`src/rtl/dcmi_pattern_source.sv`:
```
// dcmi_pattern_source: burst byte generator feeding a DCMITransmitter.
// On an accepted START it clears the transmitter buffer, writes LEN pattern
// bytes at a fixed pace (GAP_CYCLES idle cycles between writes) and then
// pulses DONE to launch the DCMI transfer. All outputs are registered.
// Optional feature: define DCMI_PATGEN_LFSR_EN to make MODE=1 select an
// 8-bit Galois LFSR pattern (mask 8'hB8); otherwise the incrementing counter
// pattern is always used and MODE is ignored.
module dcmi_pattern_source #(
  parameter int LEN_W      = 16,
  parameter int GAP_CYCLES = 0
) (
  input  logic             Clk,
  input  logic             Rst,
  input  logic             START,
  input  logic [LEN_W-1:0] LEN,
  input  logic [7:0]       SEED,
  input  logic             MODE,
  output logic [7:0]       DO,
  output logic             WR,
  output logic             RST,
  output logic             DONE,
  output logic             BUSY
);

  localparam int GAP_W = (GAP_CYCLES > 1) ? $clog2(GAP_CYCLES) : 1;
  localparam logic [GAP_W-1:0] GAP_LOAD = GAP_W'((GAP_CYCLES > 0) ? GAP_CYCLES - 1 : 0);

  typedef enum logic [2:0] {
    S_IDLE,
    S_CLEAR,
    S_WRITE,
    S_GAP,
    S_LAUNCH
  } state_t;

  state_t           state, state_d;
  logic [LEN_W-1:0] rem_q, rem_d;      // bytes still to be written
  logic [7:0]       pat_q, pat_d;      // next byte to be written
  logic [7:0]       pat_next;
  logic [7:0]       seed_first;
  logic [GAP_W-1:0] gap_q, gap_d;      // idle cycles left in GAP
  logic [7:0]       do_d;
  logic             wr_d, rst_d, done_d, busy_d;
  logic             emit;

`ifdef DCMI_PATGEN_LFSR_EN
  logic             mode_q, mode_d;

  // Advance the pattern: Galois LFSR when MODE was latched high, else counter.
  always_comb begin
    pat_next   = pat_q + 8'd1;
    seed_first = SEED;
    if (mode_q) begin
      pat_next = pat_q[0] ? ((pat_q >> 1) ^ 8'hB8) : (pat_q >> 1);
    end
    // An all-zero LFSR state would lock up, so a zero seed starts at 8'h01.
    if (MODE && (SEED == 8'h00)) begin
      seed_first = 8'h01;
    end
  end
`else
  logic             mode_unused;
  assign mode_unused = MODE;

  // Advance the pattern: incrementing counter, wrapping 8'hFF -> 8'h00.
  always_comb begin
    pat_next   = pat_q + 8'd1;
    seed_first = SEED;
  end
`endif

  // Next-state and next-output decode; outputs are computed one cycle ahead
  // so that the registered outputs line up with the state they belong to.
  always_comb begin
    // NOTE: every signal gets a default first so no path leaves one unassigned, which would infer a latch.
    state_d = state;
    rem_d   = rem_q;
    pat_d   = pat_q;
    gap_d   = gap_q;
    do_d    = DO;
    wr_d    = 1'b0;
    rst_d   = 1'b0;
    done_d  = 1'b0;
    emit    = 1'b0;
`ifdef DCMI_PATGEN_LFSR_EN
    mode_d  = mode_q;
`endif
    case (state)
      S_IDLE: begin
        // START with a zero length is dropped without any outputs.
        if (START && (LEN != '0)) begin
          rem_d   = LEN;
          pat_d   = seed_first;
`ifdef DCMI_PATGEN_LFSR_EN
          mode_d  = MODE;
`endif
          rst_d   = 1'b1;
          state_d = S_CLEAR;
        end
      end
      S_CLEAR: emit = 1'b1;
      S_WRITE: begin
        if (rem_q == '0) begin
          // Last byte just went out: launch immediately, no trailing gap.
          done_d  = 1'b1;
          state_d = S_LAUNCH;
        end else if (GAP_CYCLES > 0) begin
          gap_d   = GAP_LOAD;
          state_d = S_GAP;
        end else begin
          emit = 1'b1;
        end
      end
      S_GAP: begin
        if (gap_q == '0) begin
          emit = 1'b1;
        end else begin
          gap_d = gap_q - GAP_W'(1);
        end
      end
      S_LAUNCH: state_d = S_IDLE;
      default:  state_d = S_IDLE;
    endcase

    if (emit) begin
      wr_d    = 1'b1;
      do_d    = pat_q;
      pat_d   = pat_next;
      rem_d   = rem_q - LEN_W'(1);
      state_d = S_WRITE;
    end

    busy_d = (state_d != S_IDLE);
  end

  // State and output registers; Rst aborts any burst without a DONE.
  always_ff @(posedge Clk) begin
    // NOTE: sequential state uses non-blocking assignments so every register samples pre-edge values.
    if (Rst) begin
      state  <= S_IDLE;
      rem_q  <= '0;
      pat_q  <= 8'h00;
      gap_q  <= '0;
      DO     <= 8'h00;
      WR     <= 1'b0;
      RST    <= 1'b0;
      DONE   <= 1'b0;
      BUSY   <= 1'b0;
`ifdef DCMI_PATGEN_LFSR_EN
      mode_q <= 1'b0;
`endif
    end else begin
      state  <= state_d;
      rem_q  <= rem_d;
      pat_q  <= pat_d;
      gap_q  <= gap_d;
      DO     <= do_d;
      WR     <= wr_d;
      RST    <= rst_d;
      DONE   <= done_d;
      BUSY   <= busy_d;
`ifdef DCMI_PATGEN_LFSR_EN
      mode_q <= mode_d;
`endif
    end
  end

endmodule

```
`config.mk`:
```
export PLATFORM = sky130hd
export DESIGN_NAME = dcmi_pattern_source
export DESIGN_NICKNAME = d
export VERILOG_FILES = /design/src/rtl/dcmi_pattern_source.sv
export SDC_FILE = /design/constraint.sdc
export NUM_CORES = 1
export LEC_CHECK = 0
export BUFFER_PORTS_ARGS = -buffer_cell sky130_fd_sc_hd__buf_4
export CAP_MARGIN = 10
export CELL_PAD_IN_SITES_DETAIL_PLACEMENT = 1
export CELL_PAD_IN_SITES_GLOBAL_PLACEMENT = 1
export CORE_MARGIN = 5
export CORE_UTILIZATION = 43
export CTS_CLUSTER_SIZE = 25
export DETAILED_ROUTE_END_ITERATION = 7
export GPL_ROUTABILITY_DRIVEN = 0
export GPL_TIMING_DRIVEN = 0
export MAX_ROUTING_LAYER = met4
export PLACE_DENSITY = 0.81
export SLEW_MARGIN = 20
export SYNTH_ARGS = -nofsm -noshare
export SYNTH_HDL_FRONTEND = slang
export SYNTH_SLANG_ARGS = --single-unit
```
`constraint.sdc`:
```
create_clock -name Clk -period 3.9 [get_ports Clk]
set_input_delay 0.195 -clock Clk [delete_from_list [all_inputs] [get_ports Clk]]
set_output_delay 0.195 -clock Clk [all_outputs]
set_load 0.05 [all_outputs]
```
After elaboration in Yosys (flattened, before gate mapping)
Cells that the tools add are included.
{"block": "word_totals", "reg_bits": 40, "in_bits": 28, "output_inout_bits": 12, "word_cells": 45}
{"block": "classes", "n_addsub": 3, "eq_ne": 3, "muxes": 17, "n_bitwise": 2, "n_reduce_logical": 11}
{"cell": "two-way mux 16 bit", "count": 3}
{"cell": "two-way mux 8 bit", "count": 3}
{"cell": "zero test 16 bit", "count": 1}
{"cell": "nonzero test 16 bit", "count": 1}
{"cell": "subtractor 16 x 1 -> 16 bit, second input constant", "count": 1}
{"cell": "two-way mux 3 bit", "count": 3}
{"cell": "case mux 3 bit (3 select lines)", "count": 1}
{"cell": "adder 8 x 1 -> 8 bit, second input constant", "count": 1}
{"cell": "equality test 3 x 2 -> 1 bit, second input constant", "count": 2}
{"cell": "two-way mux 1 bit", "count": 6}
{"cell": "OR reduction 2 bit", "count": 3}
{"cell": "nonzero test 2 bit", "count": 2}
{"cell": "equality test 3 x 1 -> 1 bit, second input constant", "count": 1}
{"cell": "zero test 3 bit", "count": 1}
{"cell": "case mux 1 bit (3 select lines)", "count": 1}
{"cell": "nonzero test 3 bit", "count": 1}
{"cell": "NOT 1 bit", "count": 2}
{"cell": "AND reduction 2 bit", "count": 1}
{"cell": "logical AND 1 bit", "count": 1}
{"cell": "subtractor 1 bit, second input constant", "count": 1}

Logic depth before layout (Yosys ltp)
{"block": "logic_depth", "depth_word": 6, "mapped_depth": 9, "mapped_depth_nobuf": 7}

Least setup slack after synthesis
No wires, ideal clock.
{"block": "synth_path", "path_type": "reg2reg", "startpoint": "register rem_q[11]", "endpoint": "register BUSY", "setup_time_ns": 0.127, "t_arrival_ns": 1.863, "required_time_ns": 3.773, "slack_ns": 1.910, "stages_incl_launch_ff": 7, "synth_period_minus_slack_ns": 1.990, "path_cell_list": "dfxtp_1 -> or3_4 -> or4_4 -> o21ai_2 -> buf_6 -> nor2_2 -> or3_1"}
{"block": "synth_between", "elab_chain_len": 5, "elab_cells_between_ends": 7}
{"element": "start, declared", "line": "37", "source": "logic [LEN_W-1:0] rem_q, rem_d;"}
{"element": "start signal, assigned", "line": "154", "source": "rem_q <= rem_d;"}
{"element": "zero test 16 bit *", "line": "103", "source": "if (rem_q == '0) begin"}
{"element": "two-way mux 3 bit or two-way mux 1 bit (tied branches)", "line": "103"}
{"element": "case mux 3 bit (3 select lines) or case mux 1 bit (3 select lines) (tied branches)", "line": "88", "source": "case (state)"}
{"element": "two-way mux 3 bit *", "line": "125", "source": "if (emit) begin"}
{"element": "nonzero test 3 bit *", "line": "133", "source": "busy_d = (state_d != S_IDLE);"}
{"element": "end signal, assigned", "line": "161", "source": "BUSY <= busy_d;"}
{"element": "end, declared", "line": "22", "source": "output logic BUSY"}
Mark *: on every way between the ends. The rest lies on a longest branch, timed or not.
A chain may end at the register's enable or synchronous reset.

Worst setup path in the final report
{"block": "layout_path", "startpoint": "register rem_q[0]", "endpoint": "register pat_q[0]"}
{"block": "layout_between", "elab_chain_len": 5, "elab_cells_between_ends": 7}
{"element": "zero test 16 bit *", "line": "103"}
{"element": "two-way mux 1 bit *", "line": "103"}
{"element": "case mux 1 bit (3 select lines) *", "line": "88"}
{"element": "nonzero test 2 bit (no line)"}
{"element": "AND reduction 2 bit (no line)"}
{"element": "end signal, assigned", "line": "155", "source": "pat_q <= pat_d;"}
{"element": "end, declared", "line": "38", "source": "logic [7:0] pat_q, pat_d;"}
Marked as above.

==> results.sh <==
export IMPL_slowest_stage="a21oi_1"
export IMPL_yosysMostFrequentCell="dfxtp_1"
export IMPL_antenna_cells=0
export IMPL_htree_levels=2
export IMPL_synth_top_area_cell="dfxtp_1"
export IMPL_port_buffers=37
export IMPL_setup_violations_final=0
export IMPL_required_ps=4090
export IMPL_hpwl_mm=4.76
export IMPL_grt_max_degree=13
export IMPL_vias_per_cell=6.33
export IMPL_synthFlopType="dfxtp_1"
export IMPL_num_fill_cells=552
export IMPL_detail_route_wl_per_cell_um=19.8
export IMPL_die_y_um=77.6
export IMPL_synthesis_nets=265
export IMPL_relSlewSlack=0.525
export IMPL_met2_length_mm=3.26
export IMPL_path_class="reg -> reg"
export IMPL_final_antenna_net_count=0
export IMPL_cp_buffers_inverters=2
export IMPL_drive_gt1_frac=0.214
export IMPL_fin_nets=309
export IMPL_root_buffer="clkbuf_8"
export IMPL_cts_sinks=39
export IMPL_drcViolationCount=0
export IMPL_p_leak_nw=0.879
export IMPL_rsz0062_at_grt="no"
export IMPL_grt_first_pass_wirelength_mm=10.7
export IMPL_dieWidth_um=77.6
export IMPL_path_max_fanout=10
export IMPL_ys_seq_area_frac=0.398
export IMPL_ys_top_cells_by_count="dfxtp_1, nand2_1, a21oi_1, nand3_1, nor2_1"
export IMPL_clkTransAtPathRegs_ps=80
export IMPL_critPathCaptureType="register"
export IMPL_worstPathArrival_ps=2640
export IMPL_cts_resized=0
export IMPL_syn2layout_area_growth_pct=23.5
export IMPL_slowest_delay_ps=460
export IMPL_syn_avg_cell_area_um2=8.35
export IMPL_grt_total_usage=0.230
export IMPL_final_max_slew_violation_count=0
export IMPL_clockBufferDepth=2
export IMPL_num_rows=24
export IMPL_min_path_type="in -> reg"
export IMPL_synth_edf_count=0
export IMPL_maxCapViolations=0
export IMPL_final_area_um2=2420
export IMPL_worst_pin_slew_ps=707
export IMPL_coreArea_um2=4380
export IMPL_skew_ps=8.15
export IMPL_finalPower_w=0.00126
export IMPL_async_flop_share=0
export IMPL_clock_fmax_mhz=408
export IMPL_io_pins=40
export IMPL_synth_top_area_frac=0.398
export IMPL_wl_met1_mm=2.81
export IMPL_status="complete, no violations"
export IMPL_placed_area_um2=2310
export IMPL_fin_crit_ps=2450
export IMPL_ys_seq_elements=39
export IMPL_setup_tns_ps=0
export IMPL_start_util=0.448
export IMPL_power_density_nw_per_um2=519
export IMPL_highest_layer="met4"
export IMPL_yosysUniqueCellTypes=47
export IMPL_antenna_found_initial=0
export IMPL_synthTopCellsByArea="dfxtp_1, nand2_1, a21oi_1"
export IMPL_drt_total_wl_mm=6.57
export IMPL_cts_buffers=5
export IMPL_grt_pass1_vias=2153
export IMPL_fp_dieArea_um2=6020
export IMPL_route_vias_total=2103
export IMPL_yosysWarnings=0
export IMPL_ir_drop_mv=0.307
export IMPL_syn_area_um2=1960
export IMPL_cts_hold_buf=0
export IMPL_cts_setup_buffers=0
export IMPL_wl_met3_um=413
export IMPL_cp_cell_sequence="inv_1, ha_1, nor3b_1, and3_1, a21oi_1, buf_2, nor3_1, a2111oi_0"
export IMPL_cts_tree="done"
export IMPL_globalRouteOverflowTotal=0
export IMPL_critPathLaunchType="register"
export IMPL_hold_viol=0
export IMPL_period_share=0.629
export IMPL_insertion_delay_ps=310
export IMPL_crit_family="compound AO/OA/AOI/OAI gates"
export IMPL_drtIter0Drc=109
export IMPL_firstDrtPassIters=4
export IMPL_synth_cells=235
## cells in the final DEF, fill, tap and decap left out, drive strengths merged, types with 3 or more instances in the layout
| cell type | instances |
|---|---|
| a211oi | 3 |
| a21oi | 16 |
| a22oi | 3 |
| a31oi | 10 |
| a32oi | 4 |
| and3 | 4 |
| buf | 41 |
| clkbuf | 17 |
| dfxtp | 39 |
| inv | 5 |
| nand2 | 31 |
| nand2b | 6 |
| nand3 | 12 |
| nand4 | 3 |
| nor2 | 13 |
| nor3 | 5 |
| nor4 | 7 |
| o211ai | 7 |
| o21ai | 4 |
| o311ai | 9 |
| or3 | 12 |
| or4 | 7 |
## cell type report
cell class | count | area (um^2) | share of cell area
flip-flops and latches | 39 | 781 | 0.322
plain buffers | 15 | 76.3 | 0.0315
clock inverters | 2 | 35.0 | 0.0145
repair buffers | 37 | 278 | 0.115
well taps | 52 | 65.1 | 0.0268
clock buffers | 6 | 82.6 | 0.0341
multi-input cells | 176 | 1090 | 0.449
inverters | 5 | 18.8 | 0.00774
## tightest hold or removal path, cell delays in order
cell	delay (ps)
buf_4	80
nand2_1	40
a31oi_1	110
## per-stage QoR
step / hold WS [ps] / setup WS [ps] / util / std cells
2_1_floorplan: 345 / 1910 / - / 235
3_3_place_gp: 447 / 1550 / 0.526 / 324
3_5_place_dp: 455 / 1400 / 0.526 / 324
4_1_cts: 148 / 1390 / 0.553 / 332
5_1_grt: 159 / 1220 / 0.553 / 332
6_report: 147 / 1450 / 0.553 / 332
## final timing paths
kind	start	endpoint	slack [ps]	depth (start not counted)
hold reg to reg	DO[7]	DO[7]	460	2
hold / removal	SEED[5]	pat_q[5]	150	3
setup reg to reg	rem_q[0]	pat_q[0]	1450	8
setup / recovery	rem_q[0]	pat_q[0]	1450	8
## sequential cells by signal, summed over array words and instances, names as in the netlist
signal,flops
rem_q,16
DO,8
pat_q,8
state,3
BUSY,1
DONE,1
RST,1
WR,1
## report_power, final
part	total (W)	switching (W)	internal [W]
clock network	0.000360	0.000153	0.000207
logic	0.000402	0.000256	0.000146
registers	0.000495	0.0000492	0.000446
## kinds of logic (layout without fill, tap and decap cells)
| family | after synthesis | after routing | synth area share |
|---|---|---|---|
| AO/OA/AOI/OAI | 66 | 66 | 0.238 |
| adder cells (fa/ha/maj) | 2 | 2 | 0.0127 |
| buffers and inverters | 20 | 65 | 0.0484 |
| flip-flops | 39 | 39 | 0.398 |
| AND/OR/NAND/NOR | 108 | 108 | 0.303 |
## per-layer routing
| layer | vias up | GRT usage |
|---|---|---|
| met2 | 57 | 0.363 |
| met5 | - | - |
| met4 | 0 | 0.0911 |
| met3 | 10 | 0.0440 |
| li1 | 994 | - |
| met1 | 1042 | 0.290 |
No activity file was read; power rests on OpenSTA's default activity.
